<file path="src/rtl/fetch_pkg.sv">
// Shared types and helpers for the instruction-fetch stage.
// No logic of its own. Holds the state encoding, default widths and the PC increment.
// Not applicable: this package contains no datapath and applies no backpressure.
package fetch_pkg;

  localparam int unsigned IW_DEF = 13;
  localparam int unsigned DW_DEF = 9;
  localparam logic [8:0]  HALT_OP_DEF = 9'h1FF;

  typedef enum logic [1:0] {
    IDLE = 2'd0,
    RUN  = 2'd1,
    HALT = 2'd2
  } state_t;

  // Next sequential fetch address. The result is masked to iw bits, so the top
  // address wraps to 0. iw must be less than 32.
  function automatic logic [31:0] pc_next(input logic [31:0] pc, input int unsigned iw);
    logic [31:0] mask;
    mask = (32'd1 << iw) - 32'd1;
    return (pc + 32'd1) & mask;
  endfunction

endpackage

</file>
<file path="src/rtl/prog_counter.sv">
// Program counter register: a load has priority over an increment, otherwise the value holds.
// The new value is visible on pc one cycle after load_en or inc_en.
// There is no backpressure of its own; the owner gates inc_en.
module prog_counter
  import fetch_pkg::*;
#(
  parameter int unsigned IW = IW_DEF
) (
  input  logic          clk,
  input  logic          rst_n,
  input  logic          load_en,
  input  logic [IW-1:0] load_val,
  input  logic          inc_en,
  output logic [IW-1:0] pc
);

  logic [IW-1:0] pc_q;

  // PC register: load (start/redirect) beats increment, increment wraps at 2**IW.
  always_ff @(posedge clk or negedge rst_n) begin
    if (!rst_n) begin
      pc_q <= '0;
    end else if (load_en) begin
      pc_q <= load_val;
    end else if (inc_en) begin
      pc_q <= IW'(pc_next(32'(pc_q), IW));
    end
  end

  assign pc = pc_q;

endmodule

</file>
<file path="src/rtl/fetch_unit.sv">
// Instruction fetch: PC to InstROM, one-entry instruction register, redirect and HALT (FETCH_REL_BRANCH_EN: relative branches).
// A ROM word appears on Inst one cycle after the PC addresses it; back-to-back rate is 1 instruction per cycle.
// While InstValid is high and InstReady is low, PC, Inst and InstPC hold; a redirect costs one bubble.
module fetch_unit
  import fetch_pkg::*;
#(
  parameter int unsigned    IW      = IW_DEF,
  parameter int unsigned    DW      = DW_DEF,
  parameter logic [DW-1:0]  HALT_OP = DW'(HALT_OP_DEF)
) (
  input  logic          Clk,
  input  logic          Reset,
  input  logic          Start,
  input  logic [IW-1:0] StartAddr,
  output logic [IW-1:0] InstAddress,
  input  logic [DW-1:0] InstIn,
  output logic          InstValid,
  input  logic          InstReady,
  output logic [DW-1:0] Inst,
  output logic [IW-1:0] InstPC,
  input  logic          BranchEn,
  input  logic [IW-1:0] BranchTarget,
  output logic          Done
);

  state_t        state_q, state_d;
  logic [DW-1:0] inst_q;
  logic [IW-1:0] inst_pc_q;
  logic          inst_vld_q, inst_vld_d;
  logic          done_q, done_d;
  logic          inst_load;
  logic          pc_load, pc_inc;
  logic [IW-1:0] pc_load_val;
  logic [IW-1:0] pc;
  logic [IW-1:0] branch_tgt;

`ifdef FETCH_REL_BRANCH_EN
  // Offset is relative to the instruction being resolved; the sum wraps at 2**IW.
  assign branch_tgt = inst_pc_q + BranchTarget;
`else
  assign branch_tgt = BranchTarget;
`endif

  prog_counter #(.IW(IW)) u_pc (
    .clk      (Clk),
    .rst_n    (Reset),
    .load_en  (pc_load),
    .load_val (pc_load_val),
    .inc_en   (pc_inc),
    .pc       (pc)
  );

  // Next state, PC control and instruction-register control.
  always_comb begin
    state_d     = state_q;
    inst_vld_d  = inst_vld_q;
    done_d      = done_q;
    inst_load   = 1'b0;
    pc_load     = 1'b0;
    pc_inc      = 1'b0;
    pc_load_val = StartAddr;
    case (state_q)
      IDLE, HALT: begin
        if (Start) begin
          state_d     = RUN;
          pc_load     = 1'b1;
          pc_load_val = StartAddr;
          inst_vld_d  = 1'b0;
          done_d      = 1'b0;
        end else if (state_q == HALT) begin
          // The HALT word drains through the normal handshake; Done follows one cycle
          // after the register is seen empty.
          if (inst_vld_q && InstReady) inst_vld_d = 1'b0;
          if (!inst_vld_q) done_d = 1'b1;
        end
      end
      RUN: begin
        if (BranchEn) begin
          pc_load     = 1'b1;
          pc_load_val = branch_tgt;
          inst_vld_d  = 1'b0;
        end else if (!inst_vld_q || InstReady) begin
          inst_load  = 1'b1;
          inst_vld_d = 1'b1;
          if (InstIn == HALT_OP) begin
            // The PC parks on the HALT address.
            state_d = HALT;
          end else begin
            pc_inc = 1'b1;
          end
        end
      end
      default: state_d = IDLE;
    endcase
  end

  // State, instruction register, valid flag and done flag.
  always_ff @(posedge Clk or negedge Reset) begin
    if (!Reset) begin
      state_q    <= IDLE;
      inst_q     <= '0;
      inst_pc_q  <= '0;
      inst_vld_q <= 1'b0;
      done_q     <= 1'b0;
    end else begin
      state_q    <= state_d;
      inst_vld_q <= inst_vld_d;
      done_q     <= done_d;
      if (inst_load) begin
        inst_q    <= InstIn;
        inst_pc_q <= pc;
      end
    end
  end

  assign InstAddress = pc;
  assign InstValid   = inst_vld_q;
  assign Inst        = inst_q;
  assign InstPC      = inst_pc_q;
  assign Done        = done_q;

endmodule

</file>
<file path="config.mk">
export PLATFORM = sky130hd
export DESIGN_NAME = fetch_unit
export DESIGN_NICKNAME = d
export VERILOG_FILES = /design/src/rtl/fetch_pkg.sv /design/src/rtl/prog_counter.sv /design/src/rtl/fetch_unit.sv
export SDC_FILE = /design/constraint.sdc
export NUM_CORES = 1
export LEC_CHECK = 0
export ABC_AREA = 1
export BUFFER_PORTS_ARGS = -buffer_cell sky130_fd_sc_hd__buf_4
export CAP_MARGIN = 20
export CELL_PAD_IN_SITES_DETAIL_PLACEMENT = 0
export CELL_PAD_IN_SITES_GLOBAL_PLACEMENT = 1
export CORE_MARGIN = 2
export CORE_UTILIZATION = 35
export CTS_CLUSTER_SIZE = 40
export DETAILED_ROUTE_END_ITERATION = 16
export PLACE_DENSITY = 0.77
export SETUP_SLACK_MARGIN = 0.1
export SLEW_MARGIN = 15
export SYNTH_ARGS = -nofsm -noshare
export SYNTH_HDL_FRONTEND = slang
export SYNTH_HIERARCHICAL = 1
export SYNTH_SLANG_ARGS = --single-unit
export TNS_END_PERCENT = 1
</file>
<file path="constraint.sdc">
create_clock -name Clk -period 2.3 [get_ports Clk]
set_input_delay 0.23 -clock Clk [delete_from_list [all_inputs] [get_ports Clk]]
set_output_delay 0.23 -clock Clk [all_outputs]
set_load 0.05 [all_outputs]
</file>
# After elaboration in Yosys (flattened, before gate mapping)
# Index checks and enable logic that the tools add are counted.
# word_totals
regBits	39
in_bits	40
out_inout_bits	37
elab_cells	57
# op_classes
n_addsub	1
n_eq_ne	11
n_mux	28
n_reduce_logical	11
# op_table
op	count
13-bit 2-to-1 mux	4
1-bit 2-to-1 mux	17
13-bit by 1-bit adder with 13-bit output (second input constant)	1
2-bit inequality test (second input constant)	5
9-bit equality test (second input constant)	1
3-bit inequality test (second input constant)	3
2-bit 2-to-1 mux	4
4-bit AND reduction	2
2-bit nonzero test	3
1-bit one-hot mux with 2 select lines	2
2-bit one-hot mux with 2 select lines	1
3-bit AND reduction	1
2-bit by 1-bit equality test with 1-bit output (second input constant)	1
2-bit equality test (second input constant)	1
2-bit logical NOT	1
2-bit OR reduction	1
1-bit logical AND	1
1-bit logical NOT	1
1-bit logical OR	1

# Longest topological paths before layout
# Gate-level depths: netlist of the first run.
# depth
ltp_word	7
depth_mapped	12
mapped_depth_nobuf	11

# By module
# The synthesis of the first run kept the hierarchy.
# by_module_without_submodules
mod	instances	cells_per_inst	area_each_um2	seq_area_each_um2
fetch_unit	1	180	1433.9	650.6
prog_counter	1	109	837.1	325.3

# Least setup slack after synthesis of the first run
# No wires, ideal clock.
# synth_timing
path_type	flip-flop to flip-flop
startpoint	register state_q[1]
endpoint	register u_pc.pc_q[7] (netlist: u_pc/pc[7])
setup_ps	128
arrival_time_ps	1574
t_required_ps	2172
slack_ps	598
stages_incl_launch_ff	9
n_path_buf	2
period_less_slack_ps	1702
path_cell_list	dfrtp_1 > nor2_8 > nand2_2 > buf_2 > o21ai_0 > nor2_1 > buf_4 > a22oi_1 > o21ai_1
# synth_via
elab_chain_len	4
word_cells_on_any_way	9
classes_between	2 x eq/ne; 4 x mux; 3 x reduce/logical
# synth_rtl
element	line	source
start, declared	fetch_unit.sv:26	state_t state_q, state_d;
start signal, assigned	fetch_unit.sv:106	state_q <= state_d;
2-bit equality test or 2-bit logical NOT (tied branches)	fetch_unit.sv:62	case (state_q)
2-bit OR reduction	fetch_unit.sv:62	
1-bit one-hot mux with 2 select lines (*)	fetch_unit.sv:62	
net pc_load	fetch_unit.sv:32	logic pc_load, pc_inc;
13-bit 2-to-1 mux or 2-bit nonzero test (tied branches)	--	
end signal, assigned	prog_counter.sv:24	pc_q <= load_val;
end signal, assigned	prog_counter.sv:26	pc_q <= IW'(pc_next(32'(pc_q), IW));
end, declared	prog_counter.sv:17	logic [IW-1:0] pc_q;
# The timed path passes the listed nets; every way through them passes the cells marked *.
# A chain may end at the register's enable or synchronous reset.

# Worst setup path in the final report of the first run
# layout_timing
startpoint	register inst_vld_q (netlist: InstValid)
endpoint	register u_pc.pc_q[4] (netlist: u_pc/pc[4])
# layout_via
elab_chain_len	6
# layout_rtl
element	line	source
start, declared	fetch_unit.sv:29	logic inst_vld_q, inst_vld_d;
start signal, assigned	fetch_unit.sv:107	inst_vld_q <= inst_vld_d;
1-bit logical NOT	fetch_unit.sv:82	end else if (!inst_vld_q || InstReady) begin
1-bit logical OR	fetch_unit.sv:82	
1-bit 2-to-1 mux	fetch_unit.sv:82	
1-bit 2-to-1 mux	fetch_unit.sv:78	if (BranchEn) begin
1-bit 2-to-1 mux	fetch_unit.sv:62	
net pc_inc	fetch_unit.sv:32	
2-bit nonzero test (no source line)	--	
# The timed path passes the listed nets, and every way through them passes these cells.

==> results.md, run 1 <==
Routing:
- The antenna violation net count after detailed routing is 0.
- Wires add up to between 5000 and 6000 um.
- The detailed router placed 2045 vias in this run.
- The number of DRC violations after detailed routing is 0.
- The first-pass iteration count of the detailed router is 5.
- The initial DRC count is 106.
- The per-cell via count in the routed design is 4.61.
- The routed length per placed instance is 12.5 um.

Global route:
- The first global-routing pass estimated 9330 um of wire.
- The initial antenna violation count is 0.
- Entering global routing, the biggest net connects 46 pins.
- The via count of the first global-routing pass is 1953.
- Across every metal layer, demand over resource in global routing totals 16.1%.
- The total congestion overflow after global routing is 0.

Timing:
- Dividing the final minimum period by the clock period gives between 80% and 90%.
- The worst-case headroom to the max-slew limit is 40.9%.
- The post-layout minimum cycle time is roughly 1900 ps.
- For the final routed database, the setup TNS stands at 0 ps.
- The hold violation count in the final report is 0.
- The total setup violations reported at the end of the flow is 0.
- On the final layout, the worst clock skew is 8.91 ps.
- The max-slew violation count was 0.
- The transition time at the pin with the least slew margin is 883 ps.
- Hold timing on the final database bottoms out at a slack of 119 ps.
- The timing-limited maximum frequency is around 530 MHz.
- Setup repair after global routing left no endpoint under its margin.

Placement:
- The HPWL after detailed placement is 4030 um.
- The congestion estimate from routability-driven global placement came to between 0.7 and 0.8.
- In this run the tool buffered the top-level ports with 76 buffer cells.

Synthesis:
- Summing the sequential cell areas from Yosys gives between 40% and 50% of the chip area.
- Yosys attributes the largest share of cell area to dfrtp_1 43%, nand2_1 18%, o21ai_2 8.5%.
- The total nets after synthesis is 330.
- The flop and latch count out of synthesis is 39.
- During synthesis, Yosys emitted a total of 6 warnings.
- The cell type with the largest total area after synthesis is dfrtp_1.
- The synthesized area divided by synthesized cell count is approximately 7.9 um^2.
- The share of Yosys cell area claimed by the top area cell type is 43.0%.
- The cell area after synthesis is 2270 um^2.
- The synthesized netlist cell count is between 200 and 300.
- The synthesized netlist contains 30 unique library cells.

Die:
- The die is 84.6 um wide.
- The die is 84.6 um tall.
- The floorplan step defined a core boundary enclosing ~6300 um^2.
- The floorplan has 29 rows.
- The starting density of the core is 36.0%.
- The die covers 7150 um^2.
- For this design the top-level I/O count stands at between 70 and 80.

Clock network:
- The setup fix buffers added after clock tree synthesis is 0.
- Clock-pin slew was measured on the worst setup and hold paths at 70 ps.
- The CTS tree is built.
- CTS saw 39 sinks.
- After clock tree synthesis, the flow added hold-fix buffers numbering 1.
- Clock latency on the worst-skew pair, taken at its later pin, is 290 ps.
- The depth of the CTS H-tree is 2.
- The clock buffer count from CTS is 5.
- The root cell of the clock tree is clkbuf_8.
- Once the clock tree was built, the resizer swapped 0 gates to a different size.
- The clock passes through at most 2 buffers.

Critical path:
- The critical path goes through inv_1 > nor2_2 > inv_1 > nand4_1 > inv_1 > nor2_1 > a22oi_1 > o21ai_1.
- STA classifies the critical path startpoint as a flop.
- The arrival time of data at the critical path endpoint is between 2000 and 2500 ps.
- The kind of capture point of the worst setup path is a flop.
- The largest individual stage delay along the critical path comes from the cell nor2_1.
- STA puts the critical path data required time at 2510 ps.
- The critical path is of the reg -> reg type.
- Of all nets on the critical path, the largest fanout is 12.
- The cell that appears most often on the critical path is inv_1.
- For this run, the slowest stage of the critical path takes around 670 ps.

Power:
- The peak supply drop is 764 uV.
- The power density of the placed cells is 1570 nW/um^2.
- The static power due to leakage is 0.00159 uW.

Final layout:
- The share of final-layout standard cells stronger than drive strength 1 is about a third.
- The repair_antennas step left the layout with diodes totalling 0.
- The final-stage net count is about 410.
- The multi-input combinational cells in the finished layout cover a total of 1070 um^2.
- The area taken by flip-flops and latches is 976 um^2.
- The filler cells instantiated in the layout total 653.
- The signed area change from the synthesized netlist to the final layout is 31.3%.

Job:
- Across the run, the number of max-cap violations was 0.

Worst hold path:
- The type of the worst min-delay path is in -> reg.

Status:
- The run finished with clean final reports.
-- where the power goes --
group	switching, uW	total, uW	internal [uW]
clock network	234	470	235
registers	359	1360	1000
logic	1970	2850	885
-- flip-flops by register name, indices dropped and copies added (netlist names) --
name	cells
state_q	2
InstPC	13
InstValid	1
u_pc/pc	13
Inst	9
Done	1
-- routing by layer --
metal | up-vias | GRT usage (%) | wire length [um]
li1 | 1066 | - | -
met1 | 905 | 23.7 | 2710
met2 | 67 | 23.6 | 2360
met3 | 7 | 3.54 | 385
met4 | 0 | 5.19 | 86
met5 | - | 0 | 0
-- per-stage QoR --
step	util (%)	power, uW	instances	setup slack [ps]	instance area [um^2]
after CTS	47.2	4720	444	412	2980
after global routing	47.2	5010	444	179	2980
after floorplan	-	3440	289	598	2270
after detailed placement	45.7	4240	436	431	2890
final	47.2	4680	444	415	2980
after global placement	45.7	4200	436	502	2890
-- cells by family after synthesis --
family	count (synthesis)	synth area share [%]
xor gates and xnor gates	5	1.93
buffers and inverters	49	9.75
DFF	39	43.0
adders and majority gates	1	0.551
and+or+nand+nor	151	29.6
AOI/OAI and AO/OA	44	15.2
-- cell type report --
class / count / area share [%]
multi-input cells: 201 / 36.0
inverters: 41 / 5.16
flip-flops and latches: 39 / 32.7
clock inverters: 1 / 0.168
clock buffers: 6 / 2.77
well taps: 77 / 3.23
repair buffers: 79 / 20.0
-- critical path: cells and delay by family, from the launching register on --
| kind | cells | cell delay [ps] |
|---|---|---|
| DFF | 1 | 410 |
| and+or+nand+nor | 3 | 890 |
| AOI/OAI and AO/OA | 2 | 270 |
| buffers and inverters | 3 | 250 |
-- synthesized netlist by cell type, drive strengths merged --
master and count:
clkinv 1, nand3b 1, o21bai 1, o211ai 1
a31o 1, nand2 115, ha 1, o21ai 28
nor3 1, nor2 17, xor2 5, nand4 3
inv 40, dfrtp 39, a22oi 10, nand3 14
buf 8, a21oi 2, a2bb2oi 1
-- layout by cell type (no fill, tap or decap), types with 3 or more instances in the layout --
cell type / Yosys / layout
a22oi_1: 10 / 10
buf_4: 1 / 78
clkbuf_8: 0 / 6
dfrtp_1: 39 / 39
inv_1: 36 / 36
inv_2: 4 / 4
nand2_1: 110 / 110
nand2_2: 5 / 5
nand3_1: 12 / 12
nand4_1: 3 / 3
nor2_1: 8 / 8
nor2_2: 6 / 6
o21ai_0: 4 / 4
o21ai_2: 22 / 22
xor2_1: 5 / 5
-- final timing paths --
path                            startpoint         end  slack [ps]  cells past startpoint
min in group asynchronous            Reset     Inst[5]         450                      2
worst min register to register   InstPC[8]   InstPC[8]         490                      2
worst min-delay path                 Start        Done         120                      2
worst max register to register   InstValid  u_pc/pc[4]         410                      8
worst max-delay path             InstValid  u_pc/pc[4]         410                      8
max in group asynchronous            Reset  u_pc/pc[1]        1490                      2
Power figures use the tool's default switching activity.
==> run 2, diff against run 1 <==
Settings changed: ABC_AREA 1 to 0, PLACE_DENSITY 0.77 to 0.75.
Clock period 2.3 ns to 1.9 ns, I/O delays scaled along.
==> results.md, run 2 <==
Status:
- The flow ran to the end, and the final reports show no timing, DRC or antenna violations.

Synthesis:
- The synthesized design devotes to its leading area cell type around half of total area.
- The commonest cells after synthesis are 39 x dfrtp_1, 36 x mux2_2, 19 x nand2_1.
- The total nets after synthesis is 204.
- Yosys printed 6 warnings.
- Synthesis inferred 39 register bits.
- Synthesis handed over a netlist of 163 instances.
- After synthesis, the mean cell area works out to 11.9 um^2.
- The share of flip-flops with an asynchronous set or reset after synthesis is between 90% and 100%.
- In the synthesized netlist the dominant register cell turns out to be dfrtp_1.
- The most common cell in the netlist is dfrtp_1.
- The number of library cell types mapped by synthesis is 27.
- The synthesized design contains 0 enable-type register cells.
- Sequential cells were found to cover 50.4% of the synthesized design area.
- The cell type with the largest total area after synthesis is dfrtp_1.
- The mapped netlist covers 1940 um^2.
- After synthesis, the cell types taking the most area are dfrtp_1 50%, mux2_2 21%, nand2_1 3.7%.

Die:
- The floorplan die area is 6140 um^2.
- The die extent in y is 78.4 um.
- The standard-cell row count is 27.
- The initial utilization of the core area, before any placement, comes to between 30% and 40%.
- The floorplan step defined a core boundary enclosing 5440 um^2.
- The floorplan step set the die width to 78.4 um.
- In this run the count of I/O pins placed on the die edge is 77.

Clock network:
- The CTS tree is built.
- At the later pin of the worst-skew pair, clock insertion delay measures 290 ps.
- CTS built an H-tree with a depth of 2.
- The clock drives 39 sinks.
- Counting along the longest clock path gives a buffer depth of 2.
- The clock-pin slew on the worst setup and hold paths is 80 ps.
- In this run, CTS created clock tree buffers numbering 5.
- The root cell of the clock tree is clkbuf_8.

Worst hold path:
- The path class of the tightest hold or removal check is in -> reg.
- Along the worst hold path, the cell count comes to 2.
- The path with the worst hold slack has its endpoint at Inst[3].
- The worst hold path begins at InstIn[3].

Routing:
- The per-cell via count in the routed design is 4.74.
- The met3 wire length is 264 um.
- The number of DRC violations after detailed routing is 0.
- The antenna violation net count after detailed routing is 0.
- Across all layers, the routed design uses 1551 vias.
- The detailed router put a total of about 2000 um of wire on met1.
- The total routed wirelength is 4490 um.
- The first-pass iteration count of the detailed router is 3.
- After the first detailed-routing iteration, the DRC count stood at 47.
- The highest signal layer in the routed design is met4.
- After detailed routing, the average wire length per cell comes to 13.7 um.
- Detailed routing placed a total of 2120 um of wire on met2.

Global route:
- Entering global routing, the biggest net connects 40 pins.
- The first global-routing pass estimated 7400 um of wire.
- The combined global-route utilization of all metal layers is 15.3%.
- The initial antenna violation count is 0.
- Summed over all layers, the global routing overflow is 0.
- The via count of the first global-routing pass was roughly 1.6k.

Timing:
- Setup repair after global routing could not meet its margin everywhere.
- The hold violation count in the final report is 0.
- The timing-limited maximum frequency is 550 MHz.
- The max-slew violation count is 0.
- Setup violations remaining at the end of the flow were counted as 0.
- For the final routed database, the setup TNS stands at 0 ps.
- The smallest clock period supported by the final layout is computed as approximately 1800 ps.
- For the pin with the worst max-slew slack, the measured transition is 497 ps.
- On the final layout, the worst hold slack is about 140 ps.
- The worst-case headroom to the max-slew limit is 66.6%.
- The worst clock skew is ~3.4 ps.
- Of the available clock period, the critical path in the final layout requires 95.6%.

Final layout:
- The final-stage net count is between 200 and 300.
- The number of antenna diodes in the final layout is 0.
- Compared with the post-synthesis result, the final layout area differs by 44.0%.
- The share of final-layout standard cells stronger than drive strength 1 is 55.7%.
- The top cell types in the final layout, fill and taps aside, are 88 x buf_4, 38 x dfrtp_1, 36 x mux2_2.
- The number of fill cells in the layout is around 520.
- The most common cell after layout, fill and taps aside is buf_4.
- After the flow finishes, the layout carries non-filler instances totaling ~330.

Critical path:
- The endpoint of the most critical register-to-register path is u_pc/pc[10].
- STA puts the critical path data required time at 2080 ps.
- For this design, the slowest cell found on the critical path is dfrtp_2.
- Walking the worst path, the cells encountered are nor2b_1 > nor3b_4 > nor2b_4 > nand4_1 > nor3_2 > xor2_1 > mux2_2.
- The critical path class is reg -> reg.
- For the worst setup path, the data arrival time is approximately 2000 ps.
- The kind of start point of the critical path is a flop.
- Of all nets on the critical path, the largest fanout is 4.
- The maximum single-stage delay on the critical path is between 400 and 500 ps.
- The critical path's top delay family is simple AND/OR/NAND/NOR gates.
- The critical path contains buffers and inverters numbering 0 combined.
- The number of cells on the worst reg-to-reg path is 7.
- The kind of capture point of the worst setup path is a flop.
- The worst setup slack for register-to-register paths is 80 ps.
- The start of the worst register-to-register path is InstValid.

Job:
- The number of max-capacitance violations reported is 0.

Power:
- The power density of the placed cells is 1260 nW/um^2.
- The peak supply drop is 762 uV.
- The static power due to leakage is ~0.0013 uW.

Placement:
- The HPWL after detailed placement is 3380 um.
- Input and output buffers added on the ports amount to 76.
- The weighted congestion at the end of routability-driven global placement is a little over 0.7.
- The number of cells in the design after placement is approximately 320.
## run 2: kinds of logic (layout without fill, tap and decap cells)
logic type	count (synthesis)	count (layout)	synth area share, %
AOI/OAI and AO/OA	18	18	5.24
xor gates and xnor gates	12	12	5.43
adders and majority gates	1	1	0.646
buffers and inverters	8	100	2.46
DFF	39	39	50.4
muxes	37	37	21.5
and+or+nand+nor	48	48	14.4
## run 2: layout make-up
cell class	count	area, um^2	area share [%]
Tap cell	72	90.1	3.23
Sequential cell	39	977	35.1
Clock buffer	6	72.6	2.60
Inverter	2	7.51	0.269
Multi-Input combinational cell	116	937	33.6
Timing Repair Buffer	90	691	24.8
Clock inverter	2	12.5	0.449
## run 2: repair_timing
action	in CTS	in global routing
setup endpoints to repair	6	9
gates resized for setup	3	2
hold buffers	1	0
pin swaps	1	3
hold endpoints to repair	39	0
buffers inserted	1	0
## run 2: where the power goes
group          switching [uW]  internal (uW)  total (uW)
registers                 186           1050        1230
logic                    1110            626        1740
clock network             290            257         547
total                    1590           1930        3520
## run 2: how the worst max path moves through the flow
| stage | startpoint | to | slack, ps | depth (start not counted) |
|---|---|---|---|---|
| 6_report | InstValid | u_pc/pc[10] | 80 | 7 |
| 5_1_grt | state_q[1] | u_pc/pc[10] | -40 | 7 |
| 4_1_cts | state_q[1] | u_pc/pc[10] | 80 | 7 |
| 3_5_place_dp | state_q[1] | u_pc/pc[10] | -40 | 7 |
| 3_3_place_gp | state_q[1] | u_pc/pc[10] | -4 | 7 |
| 2_1_floorplan | InstValid | u_pc/pc[10] | -470 | 9 |
## run 2: per-stage QoR
step	worst slack (ps)	area [um^2]	utilization, %	power, uW
floorplan	-469	1940	-	2390
global placement	-3.78	2670	49.0	2980
detailed placement	-43.5	2670	49.0	3000
CTS	78.0	2780	51.1	3560
global route	-36.7	2790	51.3	3710
finish	82.9	2790	51.3	3520
## run 2: layer usage
layer	vias to the layer above	GRT usage (%)
li1	754	-
met1	744	20.3
met2	46	24.6
met3	7	3.91
met4	0	4.74
met5	-	0
## run 2: worst reg2reg max path, delay by kind of cell, from the launching register on
family	cells	cell delay, ps
flops	1	410
simple gates	5	960
xor+xnor	1	80
mux	1	250
==> run 3, diff against run 2 <==
Settings changed: SETUP_SLACK_MARGIN 0.1 to 0.4.
==> results.md, run 3 (synthesis gave the netlist of run 2 again) <==
Status:
- The flow ran to the end, and the final reports show no timing, DRC or antenna violations.

Timing:
- The max-slew violation count is 0.
- Dividing the final minimum period by the clock period gives 95.9%.
- The hold violation count in the final report is 0.
- The post-layout minimum cycle time is ~1800 ps.
- The clock arrives with about 3.9 ps of skew.
- Based on the critical path, the design can be clocked at up to 549 MHz.
- Setup repair after global routing could not meet its margin everywhere.
- At the pin with the least slew margin, the transition time is 494 ps.
- Once routing completed, OpenROAD measured the worst setup slack at roughly 79 ps.
- The setup TNS is 0 ps.
- The total setup violations reported at the end of the flow is 0.
- The worst-case headroom to the max-slew limit is roughly 67%.

Global route:
- The layer flagged by global routing as most heavily used is met2.
- The via count of the first global-routing pass is between 1.5k and 2k.
- The first global-routing pass estimated 7400 um of wire.
- The met3 track utilization from global routing is 3.91%.
- The maximum number of pins on one net before global-route repair is 40.
- For this run, global-route usage on met2 was measured as 24.6%.
- For met1 alone, demand over resource in global routing was 20.3%.
- The total congestion overflow after global routing is 0.
- Global routing used 15.3% of the available tracks.
- The initial antenna violation count is 0.

Power:
- The analysis attributes to cell leakage a power of ~0.0013 uW.
- Total power for the finished layout comes to between 3000 and 4000 uW.
- The peak supply drop is 762 uV.
- In this run the power density over the cells is 1260 nW/um^2.

Placement:
- At the end of routability-driven placement, the weighted congestion stood at between 0.7 and 0.8.
- The count of input and output buffers is 76.
- The worst setup slack after placement is -43.5 ps.
- The total cell area at the placement stage is ~2700 um^2.
- The HPWL after detailed placement is 3380 um.
- Once placement completed, the tool counted placed cells totaling around 320.

Final layout:
- Leaving out fill and tap cells, the most frequent cell in the layout is buf_4.
- The final layout contains 295 nets.
- The top cell types in the final layout, fill and taps aside, are 88 x buf_4, 38 x dfrtp_1, 35 x mux2_2.
- The antenna cell count is 0.
- The filler cells instantiated in the layout total between 500 and 600.
- The area taken by flip-flops and latches is 977 um^2.
- The multi-input combinational cells in the finished layout cover a total of 951 um^2.
- The signed area change from the synthesized netlist to the final layout is 44.7%.
- The finished layout holds 327 standard cells, fillers aside.
- After routing the design area is 2800 um^2.
- In the final layout, the share of cells above drive strength 1 is 56.5%.

Routing:
- The initial DRC count is 49.
- After detailed routing, the average wire length per cell comes to between 10 and 15 um.
- In the routed design, unresolved DRC markers number 0.
- The first-pass iteration count of the detailed router is 4.
- Dividing the detail-routed via count by the number of cells gives 4.72.
- Once detail routing completed, the nets flagged for antenna violations numbered 0.
- The routed design has around 4500 um of wire.
- For this block, the via count after detailed routing is 1545.

Critical path:
- Of all nets on the critical path, the largest fanout is 4.
- For the worst setup path, the data required time is around 2100 ps.
- The critical path in this run is classified as reg -> reg.
- For flop-to-flop paths, the worst setup slack is 80 ps.
- STA classifies the critical path startpoint as a flop.
- The kind of capture point of the worst setup path is a flop.
- The arrival time of data at the critical path endpoint is 2000 ps.

Die:
- After floorplanning, the core was sized to cover 5440 um^2.
- Pin placement for this block handled 77 I/O pins.
- The standard-cell row count is 27.
- The floorplan step set the die width to between 70 and 80 um.
- The floorplan step defined a die boundary enclosing slightly above 6000 um^2.
- For this configuration, the core starts out at a cell density of 35.6%.
- The die extent in y is 78.4 um.

Clock network:
- The insertion delay of the later-clocked pin in the worst-skew pair is ~290 ps.
- The clock net in this run drives a total of 39 sinks.
- TritonCTS built the clock tree.
- The depth of the CTS H-tree is 2.
- The clock-pin slew on the worst setup and hold paths is 70 ps.
- The clock buffer count from CTS is 5.
- The root cell of the clock tree is clkbuf_8.
- The longest clock path from root to sink contains 2 buffers.

Job:
- The tool flagged a number of max-cap violations equal to 0.

Worst hold path:
- The tightest min-delay check is of the in -> reg type.
-- run 3: layer usage --
layer	wire, um	share of wire [%]
met3	264	5.9
met4	53	1.2
met2	2100	47
met1	2080	46
met5	0	0
-- run 3: critical path, stage by stage, from the launching register on --
cell	delay [ps]
dfrtp_1	380
and2b_1	210
nor3b_4	200
nor2b_4	180
nand4_1	220
nor3_2	190
xor2_1	80
mux2_2	250
-- run 3: worst paths after layout --
kind / depth (start not counted) / to / from
hold reg to reg: 1 / Inst[4] / Inst[4]
min in group asynchronous: 2 / InstPC[8] / Reset
setup / recovery: 7 / u_pc/pc[10] / state_q[1]
max in group asynchronous: 2 / InstValid / Reset
setup reg to reg: 7 / u_pc/pc[10] / state_q[1]
hold / removal: 2 / Inst[3] / InstIn[3]
-- run 3: metrics by stage --
stage,hold WS (ps),utilization [%]
2_1_floorplan,-106,-
3_3_place_gp,201,49.0
3_5_place_dp,198,49.0
4_1_cts,129,51.1
5_1_grt,122,51.5
6_report,140,51.5
-- run 3: where the power goes --
group	switching (uW)	leakage, uW	internal (uW)
clock network	290	0.0000412	257
registers	186	0.000468	1050
logic	1120	0.000762	630
total	1590	0.00127	1930
-- run 3: final cells by class --
type	count	share of cell area, %
Multi-Input combinational cell	116	33.9
Sequential cell	39	34.9
Clock buffer	6	2.59
Timing Repair Buffer	90	24.7
Inverter	2	0.268
Tap cell	72	3.22
Clock inverter	2	0.447
-- run 3: what timing repair did --
action,in CTS,in global routing
endpoints found under the setup margin,35,35
resized for setup,3,8
hold buffers,1,0
pin swaps,1,5
endpoints found under the hold margin,39,0
setup buffers,1,0
